[src/rtl/keypad_scanner_if.sv]
// keypad_scanner_if -- signal bundle between the keypad scanner and its user.
//   row_in      : 4-bit keypad rows (asynchronous, pulled up, 0 = closed)
//   clr         : synchronous clear of the entry buffer
//   col_out     : 4-bit active-low one-cold column strobe
//   key_code    : code of the last accepted key
//   key_strobe  : one-cycle pulse on key acceptance
//   input_data  : 32-bit hex entry buffer, nibble 0 newest
//   input_valid : per-nibble valid bits
// slave modport = scanner side, master modport = consumer/keypad side.
interface keypad_scanner_if;
  logic [3:0]  row_in;
  logic        clr;
  logic [3:0]  col_out;
  logic [3:0]  key_code;
  logic        key_strobe;
  logic [31:0] input_data;
  logic [7:0]  input_valid;

  modport master (
    output row_in, clr,
    input  col_out, key_code, key_strobe, input_data, input_valid
  );

  modport slave (
    input  row_in, clr,
    output col_out, key_code, key_strobe, input_data, input_valid
  );
endinterface

[src/rtl/keypad_scanner.sv]
// keypad_scanner -- 4x4 matrix keypad scanner with debounce and hex entry buffer.
// Ports:
//   clk : system clock, rising edge
//   rst : synchronous active-high reset
//   bus : keypad_scanner_if.slave (row_in, clr in; col_out, key_code,
//         key_strobe, input_data, input_valid out)
// Parameters:
//   SCAN_DIV  : scan tick every SCAN_DIV+1 clocks
//   DEB_TICKS : consecutive scan ticks needed to accept a press or release
// Build option:
//   KEYPAD_BACKSPACE_EN : when defined, key 4'hF removes the newest digit
//                         instead of being entered.
module keypad_scanner #(
  parameter int unsigned SCAN_DIV  = 249999,
  parameter int unsigned DEB_TICKS = 4
) (
  input logic             clk,
  input logic             rst,
  keypad_scanner_if.slave bus
);

  localparam int unsigned DIV_W = (SCAN_DIV < 1) ? 1 : $clog2(SCAN_DIV + 1);
  localparam int unsigned DEB_W = (DEB_TICKS < 1) ? 1 : $clog2(DEB_TICKS + 1);

  typedef enum logic [1:0] {SCAN, PRESS_DEB, HELD, REL_DEB} state_e;

  state_e             state_q, state_d;
  logic [3:0]         sync1_q, sync2_q;
  logic [DIV_W-1:0]   div_q, div_d;
  logic [DEB_W-1:0]   deb_q, deb_d;
  logic [1:0]         col_q, col_d;
  logic [1:0]         row_q, row_d;
  logic [3:0]         code_q, code_d;
  logic               strobe_q, strobe_d;
  logic [31:0]        data_q, data_d;
  logic [7:0]         valid_q, valid_d;

  logic               tick;
  logic               row_low;
  logic               accept;
  logic [1:0]         low_row;
  logic [3:0]         new_code;

  assign tick     = (div_q == DIV_W'(SCAN_DIV));
  assign row_low  = ~sync2_q[row_q];
  assign accept   = (state_q == PRESS_DEB) && (deb_q == DEB_W'(DEB_TICKS));
  assign new_code = {row_q, col_q};

  // Lowest-index closed row wins when several are low at the detecting tick.
  always_comb begin
    low_row = 2'd3;
    if (!sync2_q[0])      low_row = 2'd0;
    else if (!sync2_q[1]) low_row = 2'd1;
    else if (!sync2_q[2]) low_row = 2'd2;
  end

  // State register
  always_ff @(posedge clk) begin
    if (rst) begin
      state_q  <= SCAN;
      sync1_q  <= 4'hF;
      sync2_q  <= 4'hF;
      div_q    <= '0;
      deb_q    <= '0;
      col_q    <= '0;
      row_q    <= '0;
      code_q   <= '0;
      strobe_q <= 1'b0;
      data_q   <= '0;
      valid_q  <= '0;
    end else begin
      state_q  <= state_d;
      sync1_q  <= bus.row_in;
      sync2_q  <= sync1_q;
      div_q    <= div_d;
      deb_q    <= deb_d;
      col_q    <= col_d;
      row_q    <= row_d;
      code_q   <= code_d;
      strobe_q <= strobe_d;
      data_q   <= data_d;
      valid_q  <= valid_d;
    end
  end

  // Next-state logic
  always_comb begin
    state_d  = state_q;
    div_d    = tick ? '0 : div_q + DIV_W'(1);
    deb_d    = deb_q;
    col_d    = col_q;
    row_d    = row_q;
    code_d   = code_q;
    strobe_d = 1'b0;
    data_d   = data_q;
    valid_d  = valid_q;

    case (state_q)
      SCAN: begin
        if (tick) begin
          if (&sync2_q) begin
            col_d = col_q + 2'd1;
          end else begin
            row_d   = low_row;
            deb_d   = DEB_W'(1);
            state_d = PRESS_DEB;
          end
        end
      end
      PRESS_DEB: begin
        // Acceptance fires the cycle after the count reaches DEB_TICKS.
        if (accept) begin
          code_d   = new_code;
          strobe_d = 1'b1;
          state_d  = HELD;
        end else if (tick) begin
          if (row_low) deb_d = deb_q + DEB_W'(1);
          else         state_d = SCAN;
        end
      end
      HELD: begin
        if (tick && !row_low) begin
          deb_d   = DEB_W'(1);
          state_d = REL_DEB;
        end
      end
      REL_DEB: begin
        if (deb_q == DEB_W'(DEB_TICKS)) begin
          state_d = SCAN;
        end else if (tick) begin
          if (!row_low) deb_d = deb_q + DEB_W'(1);
          else          state_d = HELD;
        end
      end
      default: state_d = SCAN;
    endcase

    // clr outranks a same-cycle acceptance: the digit is dropped.
    if (bus.clr) begin
      data_d  = '0;
      valid_d = '0;
    end else if (accept) begin
`ifdef KEYPAD_BACKSPACE_EN
      if (new_code == 4'hF) begin
        data_d  = {4'h0, data_q[31:4]};
        valid_d = {1'b0, valid_q[7:1]};
      end else
`endif
      begin
        data_d  = {data_q[27:0], new_code};
        valid_d = {valid_q[6:0], 1'b1};
      end
    end
  end

  // Output logic
  always_comb begin
    bus.col_out     = ~(4'b0001 << col_q);
    bus.key_code    = code_q;
    bus.key_strobe  = strobe_q;
    bus.input_data  = data_q;
    bus.input_valid = valid_q;
  end

endmodule

[src/flat_wrapper.sv]
// flat-port wrapper written by rule: the top's interface ports become plain ports
module keypad_scanner_flat 
#(
  parameter int unsigned SCAN_DIV  = 249999,
  parameter int unsigned DEB_TICKS = 4
)
  (clk, rst, bus_row_in, bus_clr, bus_col_out, bus_key_code, bus_key_strobe, bus_input_data, bus_input_valid);
  keypad_scanner_if bus_i ();
  input logic clk;
  input logic rst;
  input wire logic [$bits(bus_i.row_in)-1:0] bus_row_in;
  input wire logic [$bits(bus_i.clr)-1:0] bus_clr;
  output wire logic [$bits(bus_i.col_out)-1:0] bus_col_out;
  output wire logic [$bits(bus_i.key_code)-1:0] bus_key_code;
  output wire logic [$bits(bus_i.key_strobe)-1:0] bus_key_strobe;
  output wire logic [$bits(bus_i.input_data)-1:0] bus_input_data;
  output wire logic [$bits(bus_i.input_valid)-1:0] bus_input_valid;
  assign bus_i.row_in = bus_row_in;
  assign bus_i.clr = bus_clr;
  assign bus_col_out = bus_i.col_out;
  assign bus_key_code = bus_i.key_code;
  assign bus_key_strobe = bus_i.key_strobe;
  assign bus_input_data = bus_i.input_data;
  assign bus_input_valid = bus_i.input_valid;
  keypad_scanner #(.SCAN_DIV(SCAN_DIV), .DEB_TICKS(DEB_TICKS)) u_core (.clk(clk), .rst(rst), .bus(bus_i));
endmodule
[config.mk]
export PLATFORM = sky130hd
export DESIGN_NAME = keypad_scanner_flat
export DESIGN_NICKNAME = d
export VERILOG_FILES = /design/src/rtl/keypad_scanner_if.sv /design/src/rtl/keypad_scanner.sv /design/src/flat_wrapper.sv
export SDC_FILE = /design/constraint.sdc
export NUM_CORES = 1
export LEC_CHECK = 0
export ABC_CLOCK_PERIOD_IN_PS = 1700
export CAP_MARGIN = 20
export CELL_PAD_IN_SITES_DETAIL_PLACEMENT = 1
export CELL_PAD_IN_SITES_GLOBAL_PLACEMENT = 1
export CORE_ASPECT_RATIO = 1.25
export CORE_MARGIN = 1.5
export CORE_UTILIZATION = 42
export CTS_CLUSTER_DIAMETER = 120
export DETAILED_ROUTE_END_ITERATION = 6
export DONT_BUFFER_PORTS = 1
export MAX_ROUTING_LAYER = met4
export PLACE_DENSITY = 0.78
export SLEW_MARGIN = 30
export SYNTH_ARGS = -nofsm -noshare
export SYNTH_HDL_FRONTEND = slang
export SYNTH_SLANG_ARGS = --single-unit
[constraint.sdc]
create_clock -name clk -period 1.7 [get_ports clk]
set_clock_uncertainty 0.15 [all_clocks]
set_input_delay 0.255 -clock clk [delete_from_list [all_inputs] [get_ports clk]]
set_output_delay 0.255 -clock clk [all_outputs]
set_load 0.02 [all_outputs]
==> results_dict.tcl <==
set metrics [dict create \
    fp.dieH_um 100 \
    clock-sinks 80 \
    vias 2644 \
    synth.distinct_cells 39 \
    r2r_cells 5 \
    cp_max_fo 4 \
    ant_nets 0 \
    pwr-share-comb_pct 3.5 \
    critical_path_class "reg -> reg" \
    violations "negative hold slack, negative setup slack" \
    routedWlPerCell_um 16.8 \
    worstPathRequired_ps 1770 \
    gp_congestion 0.825 \
    syn_nets 378 \
    nFillCells 837 \
    synth_area_um2 3180 \
    power.total_mw 3.50 \
    netlist_instances 364 \
    grt_overflow_total 0 \
    hold_class "in -> reg" \
    p_seq_share_pct 54.2 \
    hold_depth 1 \
    slew_headroom_pct 50.6 \
    yosysTopAreaCellShare_pct 50.4 \
    final_common_cell "nand2_1" \
    synth.area.top_cells "dfxtp_1 (50%), nand2_1 (11%), a21oi_1 (7.6%)" \
    drt_pass1_iterations 4 \
    switching_share_pct 23.1 \
    crit_arrival_ps 1920 \
    drc 0 \
    synth_edf_count 0 \
    final.setup.worst_slack_ps -158 \
    path_clk_slew_ps 90 \
    antenna_found_initial 1 \
    final_cell_mix "nand2_1 (89), dfxtp_1 (69), a21oi_1 (47)" \
    maxCapViolCount 0 \
    dp_cells 460 \
    detailed_place_hpwl_mm 4.83 \
    finalCoreUtilization_pct 56.3 \
    seq_area_frac_synth_pct 50.4 \
    p_leak_nw 1.44 \
    ios 56 \
    seqCellArea_um2 1620 \
    instances_no_fill 504 \
    core_um2 7360 \
    hold_viol_final 14 \
    drt_wl_total_mm 8.47 \
    crit_path_end_kind "flop" \
    worst_pin_slew_ps 741 \
    startpoint_type "flop" \
    synth_warnings 0 \
    start_util_pct 43.2 \
    whs_ps -190 \
    grtUsageTotal_pct 19.7 \
    port_buffers 0 \
    cts_tree "done" \
    multi_input_area_um2 1660 \
    p_clk_share_pct 42.3 \
    min_period_over_period_pct 109 \
    outcome "finished with violations" \
    irDropWorstVdd_mv 0.599 \
    setup_viol 26 \
    first_global_vias 2690 \
    fmax_mhz 538 \
    synthArstFlopShare_pct 0 \
    ys.flop_type "dfxtp_1" \
    powerDensity_nw_per_um2 846 \
    clk_latency_ps 350 \
    grt_first_pass_wirelength_mm 12.1 \
    die-area_um2 8100 \
    period_minus_slack_ps 1860 \
    ys_seq_elements 80 \
    numCtsBuffers 9 \
    ctsHoldBuffers 12 \
    rows 35 \
    slew_viol_final 0 \
    cts_max_level 3 \
    avgSynthCellArea_um2 8.73 \
    routed_via_density 5.25 \
    drive_gt1_share_pct 29.4 \
    yosysTopAreaCell "dfxtp_1" \
    rsz0062_at_grt "yes" \
    synthToLayoutAreaGrowth_pct 30.2 \
    power.internal_mw 2.69 \
    grt_max_degree 41 \
    die_x_um 80.8 \
    nNetsFinal 420 \
    dpl_cell_area_um2 3450 \
    switchingPower_mw 0.809 \
    drt_iter0_drc 57 \
    fin_area_um2 4140 \
    root_buffer "clkbuf_8" \
    cts_buffer_depth 2 \
    finalSetupTns_ps -1910 \
]
state kept, by name, summed over array words and instances (netlist names):
register	flops
u_core.bus.input_data	32
u_core.bus.key_strobe	1
u_core.row_q	2
u_core.sync1_q	4
u_core.bus.key_code	4
u_core.deb_q	3
u_core.div_q	18
u_core.bus.input_valid	8
u_core.state_q	2
u_core.col_q	2
u_core.sync2_q	4
layer usage:
metal | vias to the layer above | GRT usage, % | wire length (um)
met5 | - | - | 0
met4 | 0 | 9.95 | 149
met3 | 10 | 4.18 | 390
met2 | 50 | 34.9 | 4690
met1 | 1298 | 20.2 | 3240
li1 | 1286 | - | -
synthesized netlist by cell type (2+ instances only):
master	count
nor3_1	2
nor3_2	2
nor2_1	29
buf_6	2
nand3_1	8
nor2b_1	2
o21ai_0	2
and3_1	2
and4_1	2
nand4_1	7
nor4b_2	2
a21oi_1	48
a211oi_1	2
nand3_2	2
xor2_1	12
clkbuf_1	16
and4_4	2
dfxtp_1	80
nand2b_1	2
xnor2_1	5
nand2_1	89
inv_1	11
ha_1	7
or2_2	10
mux2i_1	4
area by class of cell:
cell class              count  area share [%]
multi-input cells         254            40.1
flip-flops and latches     80            39.1
repair buffers             50            11.9
clock buffers              10            3.33
well taps                  92            2.78
clock inverters             6            1.81
inverters                  11           0.998
diodes                      1          0.0605
power by group through the flow:
stage / Clock (mW) / Sequential (mW) / Combinational [mW]
floorplan: 0 / 1.94 / 0.0670
detailed placement: 0 / 1.94 / 0.0772
global route: 1.60 / 1.90 / 0.133
CTS: 1.51 / 1.90 / 0.105
finish: 1.48 / 1.90 / 0.123
global placement: 0 / 1.94 / 0.0752
critical path, stage by stage (launching register included):
cell	delay, ps
dfxtp_4	370
nor4b_4	370
nand3_4	160
or2_4	310
a211oi_1	280
nor3_1	90
kinds of logic (layout without fill, tap and decap cells):
family / after synthesis / count (layout) / synth area share [%]
simple gates: 169 / 169 / 26.7
flops: 80 / 80 / 50.4
compound gates: 56 / 56 / 9.37
buf+inv: 30 / 77 / 4.13
xor+xnor: 17 / 17 / 4.68
fa+ha+maj: 7 / 7 / 2.76
mux: 5 / 5 / 1.97
other cells: 0 / 1 / 0
stage by stage:
| step | hold WS, ps | setup WS (ps) |
|---|---|---|
| final | -190 | -158 |
| after global routing | -212 | -186 |
| after CTS | -201 | -11.4 |
| after detailed placement | 179 | -45.4 |
| after global placement | 178 | 16.2 |
| after floorplan | 209 | -9.60 |
what timing repair did:
item	in CTS	in global routing
hold endpoints to repair	22	14
gates resized for setup	7	52
setup endpoints to repair	32	68
cloned	0	3
setup buffers	4	8
pin swaps	6	21
worst paths after layout:
path | startpoint | endpoint | slack, ps
min reg2reg | u_core.deb_q[1] | u_core.deb_q[1] | 380
min | rst | u_core.state_q[1] | -190
max reg2reg | u_core.div_q[5] | u_core.row_q[1] | -160
max | u_core.div_q[5] | u_core.row_q[1] | -160
Note: power is estimated with default switching activity, not from simulation.
